### config.mk
export PLATFORM = sky130hd
export DESIGN_NAME = idu_pipe
export DESIGN_NICKNAME = d
export VERILOG_FILES = /design/src/rtl/idu_pipe.sv
export SDC_FILE = /design/constraint.sdc
export NUM_CORES = 1
export LEC_CHECK = 0
export ABC_CLOCK_PERIOD_IN_PS = 4500
export CAP_MARGIN = 20
export CORE_MARGIN = 2
export CORE_UTILIZATION = 50
export CTS_BUF_LIST = sky130_fd_sc_hd__clkbuf_4 sky130_fd_sc_hd__clkbuf_8 sky130_fd_sc_hd__clkbuf_16
export DETAILED_ROUTE_END_ITERATION = 7
export GPL_TIMING_DRIVEN = 0
export PLACE_DENSITY = 0.86
export SYNTH_ARGS = -nofsm -noshare
export SYNTH_HDL_FRONTEND = slang
export SYNTH_SLANG_ARGS = --single-unit
export TNS_END_PERCENT = 100
### constraint.sdc
create_clock -name clk -period 4.5 [get_ports clk]
set_clock_uncertainty 0.1 [all_clocks]
set_input_delay 0.9 -clock clk [delete_from_list [all_inputs] [get_ports clk]]
set_output_delay 0.9 -clock clk [all_outputs]
set_load 0.05 [all_outputs]
### src/rtl/idu_pipe.sv
// Instruction buffer + RV32I decoder: circular FIFO of {inst, pc}; decode is combinational from the head entry.
// Latency 1 from push to out_valid; in_ready depends only on occupancy. Optional macro IDU_PIPE_ILLEGAL_CHECK_EN.
module idu_pipe #(
    parameter int XLEN  = 32,
    parameter int DEPTH = 2
) (
    input  logic                     clk,
    input  logic                     rst,
    input  logic                     flush,
    input  logic                     in_valid,
    output logic                     in_ready,
    input  logic [31:0]              in_inst,
    input  logic [XLEN-1:0]          in_pc,
    output logic                     out_valid,
    input  logic                     out_ready,
    output logic [31:0]              out_inst,
    output logic [XLEN-1:0]          out_pc,
    output logic [4:0]               out_rs1,
    output logic [4:0]               out_rs2,
    output logic [4:0]               out_rd,
    output logic [2:0]               out_funct3,
    output logic [XLEN-1:0]          out_imm,
    output logic [7:0]               out_ctrl,
    output logic [$clog2(DEPTH):0]   occupancy
);
    localparam int PW = $clog2(DEPTH);
    localparam logic [PW:0] FULL = (PW+1)'(DEPTH);

    localparam logic [6:0] OP_LUI    = 7'b0110111;
    localparam logic [6:0] OP_AUIPC  = 7'b0010111;
    localparam logic [6:0] OP_JAL    = 7'b1101111;
    localparam logic [6:0] OP_JALR   = 7'b1100111;
    localparam logic [6:0] OP_BRANCH = 7'b1100011;
    localparam logic [6:0] OP_LOAD   = 7'b0000011;
    localparam logic [6:0] OP_STORE  = 7'b0100011;
    localparam logic [6:0] OP_IMM    = 7'b0010011;
    localparam logic [6:0] OP_OP     = 7'b0110011;
    localparam logic [6:0] OP_SYSTEM = 7'b1110011;

    logic [31:0]     inst_mem_q [DEPTH];
    logic [XLEN-1:0] pc_mem_q   [DEPTH];
    logic [PW-1:0]   wr_ptr_q, wr_ptr_d, rd_ptr_q, rd_ptr_d;
    logic [PW:0]     cnt_q, cnt_d;
    logic            push, pop;

    assign in_ready  = (cnt_q < FULL);
    assign out_valid = (cnt_q != '0);
    assign occupancy = cnt_q;
    assign push      = in_valid & in_ready & ~flush;
    assign pop       = out_valid & out_ready & ~flush;

    always_comb begin
        wr_ptr_d = wr_ptr_q + PW'(push);
        rd_ptr_d = rd_ptr_q + PW'(pop);
        cnt_d    = cnt_q + (PW+1)'(push) - (PW+1)'(pop);
        if (flush) begin
            wr_ptr_d = '0;
            rd_ptr_d = '0;
            cnt_d    = '0;
        end
    end

    always_ff @(posedge clk) begin
        if (rst) begin
            wr_ptr_q <= '0;
            rd_ptr_q <= '0;
            cnt_q    <= '0;
        end else begin
            wr_ptr_q <= wr_ptr_d;
            rd_ptr_q <= rd_ptr_d;
            cnt_q    <= cnt_d;
        end
    end

    // Storage is never reset; out_valid masks stale contents.
    always_ff @(posedge clk) begin
        if (push) begin
            inst_mem_q[wr_ptr_q] <= in_inst;
            pc_mem_q[wr_ptr_q]   <= in_pc;
        end
    end

    logic [31:0]     inst;
    logic [6:0]      opcode;
    logic [XLEN-1:0] imm_i, imm_s, imm_b, imm_u, imm_j, imm;
    logic            known, jump, branch, mem_ren, mem_wen, ecall, mret, illegal, rwen;

    assign inst   = inst_mem_q[rd_ptr_q];
    assign opcode = inst[6:0];
    assign imm_i  = {{(XLEN-12){inst[31]}}, inst[31:20]};
    assign imm_s  = {{(XLEN-12){inst[31]}}, inst[31:25], inst[11:7]};
    assign imm_b  = {{(XLEN-12){inst[31]}}, inst[7], inst[30:25], inst[11:8], 1'b0};
    assign imm_u  = {{(XLEN-31){inst[31]}}, inst[30:12], 12'b0};
    assign imm_j  = {{(XLEN-20){inst[31]}}, inst[19:12], inst[20], inst[30:21], 1'b0};

    always_comb begin
        known   = 1'b1;
        jump    = 1'b0;
        branch  = 1'b0;
        mem_ren = 1'b0;
        mem_wen = 1'b0;
        imm     = '0;
        case (opcode)
            OP_LUI, OP_AUIPC:  imm = imm_u;
            OP_JAL:            begin imm = imm_j; jump = 1'b1; end
            OP_JALR:           begin imm = imm_i; jump = 1'b1; end
            OP_BRANCH:         begin imm = imm_b; branch = 1'b1; end
            OP_LOAD:           begin imm = imm_i; mem_ren = 1'b1; end
            OP_STORE:          begin imm = imm_s; mem_wen = 1'b1; end
            OP_IMM, OP_SYSTEM: imm = imm_i;
            OP_OP:             imm = '0;
            default:           known = 1'b0;
        endcase
        ecall = (inst == 32'h0000_0073);
        mret  = (inst == 32'h3020_0073);
`ifdef IDU_PIPE_ILLEGAL_CHECK_EN
        illegal = ~known | (inst == 32'h0);
`else
        illegal = 1'b0;
`endif
        rwen = known & ~illegal & ~mem_wen & ~branch & ~ecall & ~mret & (inst[11:7] != 5'd0);
    end

    always_comb begin
        out_inst   = '0;
        out_pc     = '0;
        out_rs1    = '0;
        out_rs2    = '0;
        out_rd     = '0;
        out_funct3 = '0;
        out_imm    = '0;
        out_ctrl   = '0;
        if (out_valid) begin
            out_inst   = inst;
            out_pc     = pc_mem_q[rd_ptr_q];
            out_rs1    = inst[19:15];
            out_rs2    = inst[24:20];
            out_rd     = inst[11:7];
            out_funct3 = inst[14:12];
            if (known && !illegal) begin
                out_imm  = imm;
                out_ctrl = {1'b0, mret, ecall, jump, branch, mem_ren, mem_wen, rwen};
            end else begin
                out_ctrl = {illegal, 7'b0};
            end
        end
    end
endmodule

== Yosys cells after proc, flatten, opt, wreduce, memory -nomap -nowiden ==
Memory sizes are Yosys's and may differ from the RTL's. A register that Yosys moved wholly into a read port is not among the register bits.
Index checks and enable logic that the tools add are counted.
Word-level totals
  bits in registers: 4
  input port bits: 69
  logic and storage cells: 63
  memories: 2
  RAM bits: 128
Memories
  inst_mem_q: words 2, width 32, read ports 1, clocked after Yosys merged registers in 1, wr ports 1, RTL line 40  | logic [31:0] inst_mem_q [DEPTH];
  pc_mem_q: words 2, width 32, read ports 1, clocked after Yosys merged registers in 1, wr ports 1, RTL line 41  | logic [XLEN-1:0] pc_mem_q [DEPTH];
Operators by class
  equality and inequality tests: 12
  reduce and logical (&&, ||, !) cells: 7
  add/sub/neg operators: 4
  magnitude comparators: 1
  mux-type cells: 20
  bitwise gates (word level): 14
Operator list (count)
  $pmux 32 s5: 1
  $mux 32: 4
  $eq 32x30->1 const B: 1
  $eq 32x7->1 const B: 1
  $eq 7x7->1 const B: 4
  $eq 7x6->1 const B: 3
  $mux 5: 3
  $eq 7x5->1 const B: 2
  $mux 7: 2
  $reduce_or 10->1: 1
  $and 1x1->1: 9
  $mux 1: 9
  $eq 7x2->1 const B: 1
  $reduce_or 2->1: 3
  $not 1->1: 5
  $reduce_bool 5->1: 1
  $reduce_or 4->1: 1
  $mux 3: 1
  $add 1x1->1: 2
  $add 2x1->2: 1
  $lt 2x2->1 const B: 1
  $reduce_bool 2->1: 1
  $sub 2x1->2: 1

== Depth between registers and ports, before layout ==
Gate-level depths: netlist (run 1).
  word-level depth: 10
  depth in mapped cells: 10

== Least setup slack after synthesis (run 1) ==
OpenSTA, ideal clock, no wires.
  kind: register -> output
  start point: reg rd_ptr_q (netlist name)
  end point: out out_ctrl[2]
  setup slack: 0.213 ns
  arrival time: 3.287 ns
  buffers on the path: 2
  cell stages (with the launch flop): 8
  required time: 3.500 ns
  cells stage by stage: dfxtp_1 -> buf_4 -> mux2i_1 -> o21ai_0 -> a21oi_1 -> o21ai_0 -> clkbuf_1 -> nor4_1
RTL lines
  end: declaration: RTL line 23  | output logic [7:0] out_ctrl,

==> results_dict.tcl, run 1 <==
set metrics [dict create \
    outcome "complete, no violations" \
    worstPathRequired_ps 3500 \
    drtIter0Drc 365 \
    final_cell_mix "clkdlybuf4s50_1 (155), edfxtp_1 (128), nor2_1 (79), mux2i_1 (58)" \
    antenna_cells 0 \
    p_leak_nw 3.02 \
    synth_seq_cells 132 \
    cts_tree "done" \
    hold_end "wr_ptr_q" \
    drt_wl_total_um 17000 \
    track_usage_pct 26.5 \
    hold_path_depth 3 \
    final_hold_viol_count 0 \
    rsz0062_at_grt "no" \
    grt_max_degree 65 \
    postLayoutCoreUtil_pct 73.8 \
    drive_gt1_share_pct 13.0 \
    fp.dieH_um 114 \
    crit_buf_inv 3 \
    globalplace.congestion 0.907 \
    dp_hpwl_um 11900 \
    synth_edf_count 128 \
    swShare_pct 24.1 \
    synth_nets 540 \
    critical-path-slowest-cell "dlygate4sd2_1" \
    worst_pin_slew_ps 946 \
    p_int_w 0.00247 \
    antenna_found_initial 0 \
    postRouteAntennaNets 0 \
    clk_path_buf_depth 2 \
    synthCells 467 \
    cp-end-kind "primary output" \
    synth_flop_cell "edfxtp_1" \
    powerDensity_mw_per_mm2 369 \
    firstDrtPassIters 5 \
    hp-start "wr_ptr_q" \
    finalNetCount 752 \
    maxCapViolations 0 \
    p_clk_share_pct 46.2 \
    ys_warn_count 0 \
    dieArea_mm2 0.0131 \
    rows 40 \
    first_global_vias 4966 \
    yosys.area.top_type_share_pct 63.0 \
    slowest_delay_ps 560 \
    grt-ovfl-total 0 \
    fin_crit_ps 4380 \
    dp.cells 807 \
    synth_cell_types 46 \
    start_kind "flop" \
    stdcell_count 839 \
    htree_num_levels 4 \
    max-slew-margin-rel_pct 37.0 \
    yosysTopAreaCell "edfxtp_1" \
    crit_cells 8 \
    worst_r2r_path_depth 10 \
    critical_path.max_fanout 10 \
    synth_area_per_cell_um2 13.1 \
    peakVddDrop_v 0.000323 \
    wl_per_cell_um 20.2 \
    path_class "reg2out" \
    drcViolationCount 0 \
    ys_async_sr_fraction_pct 0 \
    cts.reportedPaths.clkPinSlew_ps 60 \
    hp-class "reg2reg" \
    power_w 0.00326 \
    cts_root_buf "clkbuf_16" \
    cts_buffers 17 \
    vias 4687 \
    vias_per_cell 5.59 \
    power_frac_comb_pct 10.8 \
    pin_count 195 \
    cp.arrival_ps 3380 \
    ys_top_cells_by_area "edfxtp_1 (63%), mux2i_1 (10%), nor2_1 (4.9%)" \
    hold-worst-slack_ps 554 \
    ys_seq_area_share_pct 64.3 \
    setup_viol 0 \
    rr_startpoint "occupancy[1]" \
    power.switching_w 0.000787 \
    min_period_over_period_pct 97.4 \
    core_mm2 0.0120 \
    cts.sinks 132 \
    drv_slew 0 \
    clkLatencyLatePin_ps 410 \
    start_util_pct 51.0 \
    fmax_mhz 228 \
    p_seq_share_pct 43.0 \
    layout_commonest_cell "clkdlybuf4s50_1" \
    crit_chain "buf_4 > buf_6 > mux2_2 > a2111oi_0 > a21oi_1 > a21o_1 > a211oi_1 > dlygate4sd2_1" \
    syn_area_mm2 0.00610 \
    reg2reg_to "occupancy[1]" \
    critical_path.top_delay_family "compound AO/OA/AOI/OAI gates" \
    portBuffers 193 \
    grt_pass1_wl_um 25800 \
    die_x_um 114 \
    r2r_slack_ps 1700 \
    areaGrowthSynthToFinish_pct 44.8 \
    hold_buffers 0 \
]
per-layer routing:
layer  share of wire (%)  global-route usage (%)  wire (um)
met1                  38                    31.2       6440
met2                  51                    44.6       8610
met3                 9.0                    9.05       1530
met4                 2.2                    10.5        371
met5                   0                       0          0
per-stage QoR:
| stage | setup TNS (ps) | worst slack [ps] | cell area (um2) |
|---|---|---|---|
| after floorplan | 0 | 213 | 6100 |
| after global placement | -3550 | -35.1 | 8210 |
| after detailed placement | 0 | 37.9 | 8240 |
| after CTS | 0 | 80.7 | 8860 |
| after global routing | 0 | 0.939 | 8830 |
| final | 0 | 118 | 8830 |
cell usage after synthesis (2+ instances only):
master,number
edfxtp_1,128
a21o_1,2
mux2_2,9
inv_1,5
xnor2_1,3
nor3b_1,2
buf_2,7
or3b_1,2
a211oi_1,11
mux2i_1,61
and2_1,4
a2bb2oi_1,4
nor3_1,13
buf_4,20
nor4_1,11
nand4_1,5
clkbuf_1,12
o21ai_0,4
nand3_1,8
dfxtp_1,4
ha_1,4
nor2_1,79
nand2_1,19
a21oi_1,14
or2b_1,6
nand3b_1,2
nand2b_1,9
flip-flops by register name, indices dropped and copies added, names as in the netlist:
signal / cells
inst_mem_q: 64
occupancy: 2
pc_mem_q: 64
rd_ptr_q: 1
wr_ptr_q: 1
power by group through the flow:
| stage | clock [W] | combinational (W) | sequential [W] |
|---|---|---|---|
| after floorplan | 0 | 0.000191 | 0.00143 |
| after global placement | 0 | 0.000336 | 0.00143 |
| after detailed placement | 0 | 0.000347 | 0.00143 |
| after CTS | 0.00152 | 0.000351 | 0.00140 |
| after global routing | 0.00157 | 0.000371 | 0.00141 |
| final | 0.00151 | 0.000352 | 0.00140 |
worst reg2reg max path: stages (launching register included):
cell	delay, ps
dfxtp_1	340
nor2_1	730
inv_1	370
nand2_1	210
nor2_1	60
ha_1	280
inv_1	40
ha_1	180
xnor2_1	170
xnor2_1	150
nor3_1	60
worst max path at each step:
stage	start	endpoint
2_1_floorplan	rd_ptr_q	out_ctrl[2]
3_3_place_gp	flush	inst_mem_q[0][29]
3_5_place_dp	rd_ptr_q	out_imm[17]
4_1_cts	rd_ptr_q	out_imm[17]
5_1_grt	rd_ptr_q	out_imm[20]
6_report	rd_ptr_q	out_imm[13]
cells by family (layout without fill, tap and decap cells):
| kind of cell | Yosys count | in the layout | share of synthesized area, % |
|---|---|---|---|
| AO/OA/AOI/OAI | 45 | 45 | 5.25 |
| XOR/XNOR | 4 | 4 | 0.575 |
| adder cells (fa/ha/maj) | 4 | 4 | 0.821 |
| buffers and inverters | 46 | 271 | 4.33 |
| flip-flops | 132 | 132 | 64.3 |
| multiplexers | 70 | 70 | 11.7 |
| other | 1 | 1 | 0.0615 |
| AND/OR/NAND/NOR | 165 | 165 | 12.9 |
what timing repair did:
item | in CTS | in global routing
setup endpoints to repair | 66 | 27
resized for setup | 42 | 42
buffers inserted | 1 | 0
hold endpoints to repair | 0 | 0
pin swaps | 1 | 0
cell type report:
| type | count | area (um2) |
|---|---|---|
| well taps | 147 | 184 |
| plain buffers | 40 | 243 |
| clock buffers | 17 | 425 |
| clock inverters | 15 | 218 |
| flip-flops and latches | 132 | 3920 |
| inverters | 5 | 18.8 |
| repair buffers | 194 | 1860 |
| multi-input cells | 289 | 1960 |
| fillers | 774 | 3130 |
Note: power is estimated with default switching activity, not from simulation.
==> inputs of run 2 (changes only) <==
ABC_CLOCK_PERIOD_IN_PS = 3700   (was 4500)
CORE_UTILIZATION = 42   (was 50)
PLACE_DENSITY = 0.77   (was 0.86)
RECOVER_POWER = 100   (was unset)
clock period = 3.7 ns   (was 4.5 ns; I/O delays follow)
==> run 2 against run 1 <==
  * The flow now finishes with violations (max-capacitance violations, max-slew violations)
  * Flip-flop and latch count unchanged
  * Setup slack lost 88 ps
  * Wire length is 0.20% lower
  * Die area increased by 18%
  * Non-clock buffer count increased by 7
  * Cell count grew 5.8%
  * Via count hardly changed
  * Total power up 17%
  * Critical path depth stayed put
  * Utilization shrank 11 points
  * Critical endpoint is now out_imm[17]
  * Highest routed layer is now met5
==> results_dict.tcl, run 2 (same netlist as run 1, synthesis figures left out) <==
set metrics [dict create \
    outcome "finished with violations" \
    violations "max-capacitance violations, max-slew violations" \
    clk_path_buf_depth 2 \
    drive_gt1_share_pct 26.0 \
    start_util_pct 42.4 \
    rsz0062_at_grt "yes" \
    wl_per_cell_um 19.1 \
    hold_end "wr_ptr_q" \
    cts_tree "done" \
    htree_num_levels 4 \
    cp.arrival_ps 2830 \
    dp.cells 844 \
    hold_path_depth 3 \
    cts.reportedPaths.clkPinSlew_ps 60 \
    path_class "reg2out" \
    globalplace.congestion 0.843 \
    start_kind "flop" \
    p_leak_nw 3.11 \
    grt_max_degree 65 \
    setup_viol 0 \
    grt_pass1_wl_um 26100 \
    track_usage_pct 21.7 \
    nFillCells 1112 \
    portBuffers 193 \
    min_period_over_period_pct 99.2 \
    cts.sinks 132 \
    rows 44 \
    firstDrtPassIters 5 \
    critical_path.top_delay_family "compound AO/OA/AOI/OAI gates" \
    peakVddDrop_v 0.000405 \
    vias 4685 \
    antenna_found_initial 5 \
    drt_wl_total_um 16900 \
    slowest_delay_ps 470 \
    powerDensity_mw_per_mm2 420 \
    cts_buffers 17 \
    rr_startpoint "occupancy[1]" \
    worst_pin_slew_ps 1640 \
    r2r_slack_ps 1230 \
    reg2reg_to "inst_mem_q[0][13]" \
    maxCapViolations 2 \
    fmax_mhz 273 \
    crit_buf_inv 3 \
    crit_chain "buf_12 > or3_1 > a2111o_1 > a31oi_4 > nor3_4 > buf_6 > a211oi_1 > buf_4" \
    cp-end-kind "primary output" \
    postLayoutCoreUtil_pct 63.3 \
    drv_slew 130 \
    drtIter0Drc 252 \
    fin_setup_tns_ps 0 \
    worstPathRequired_ps 2860 \
    finalNetCount 759 \
    hp-start "wr_ptr_q" \
    critical-path-slowest-cell "a2111o_1" \
    final_cell_mix "edfxtp_1 (128), nor2_1 (78), dlygate4sd3_1 (76), mux2i_1 (54), buf_4 (45)" \
    multiInputGateArea_mm2 0.00212 \
    areaGrowthSynthToFinish_pct 49.2 \
    die_x_um 125 \
    regArea_mm2 0.00393 \
    layout_commonest_cell "edfxtp_1" \
    clkLatencyLatePin_ps 410 \
    dp_hpwl_um 12000 \
    postRouteAntennaNets 0 \
    vias_per_cell 5.28 \
    grt-ovfl-total 0 \
    pin_count 195 \
    drcViolationCount 0 \
    worst_r2r_path_depth 4 \
    fp.dieH_um 125 \
    critical_path.max_fanout 10 \
    final_hold_viol_count 0 \
    max-slew-margin-rel_pct -9.22 \
    cts_root_buf "clkbuf_16" \
    first_global_vias 4882 \
    core_mm2 0.0144 \
    hp-class "reg2reg" \
    stdcell_count 888 \
    dieArea_mm2 0.0155 \
    fin_crit_ps 3670 \
]
==> run 2: how the worst max path moves through the flow <==
stage / from / endpoint / depth (start not counted)
4_1_cts: rd_ptr_q / out_imm[3] / 8
6_report: rd_ptr_q / out_imm[17] / 8
2_1_floorplan: rd_ptr_q / out_imm[14] / 6
3_5_place_dp: rd_ptr_q / out_imm[19] / 8
3_3_place_gp: flush / inst_mem_q[0][16] / 5
5_1_grt: rd_ptr_q / out_imm[14] / 7
==> run 2: report_power, final <==
group,switching (W),internal [W],total [W]
Sequential,0.0000182,0.00169,0.00171
Combinational,0.000262,0.000151,0.000413
Clock,0.000724,0.000973,0.00170
Total,0.00100,0.00281,0.00382
==> run 2: layout make-up <==
type                       count  area share (%)
antenna                        5           0.138
timing repair buffer         200            20.9
sequential                   132            43.1
clock inverter                15            1.95
inverter                       5           0.206
buffer                        41            3.20
tap                          184            2.53
clock buffer                  17            4.68
multi-input combinational    289            23.3
==> run 2: per-layer routing <==
layer	share of wire, %	up-vias	wire, um	GRT usage (%)
met5	0.077	-	13	0
met4	2.0	2	332	7.27
met3	6.8	25	1160	6.49
met2	50	183	8430	37.4
met1	41	2294	6990	26.0
li1	-	2181	-	-
==> run 2: what timing repair did <==
item / CTS / global route
gates resized for setup: 314 / 67
pin swaps: 3 / 3
setup endpoints to repair: 112 / 66
hold buffers: 0 / 0
setup buffers: 5 / 2
==> run 2: worst reg2reg max path, delay by kind of cell (launching register included) <==
kind / cells / cell delay [ps]
fa+ha+maj: 1 / 1290
simple gates: 2 / 200
flops: 1 / 350
buf+inv: 1 / 90
==> run 2: stage by stage <==
stage	total power (W)	instance area [um2]	hold slack, ps	setup WS [ps]
global route	0.00393	9090	523	-30.7
detailed placement	0.00216	8300	525	-690
floorplan	0.00197	6120	438	-178
global placement	0.00215	8280	447	-720
CTS	0.00385	9040	540	1.82
finish	0.00382	9100	498	30.5
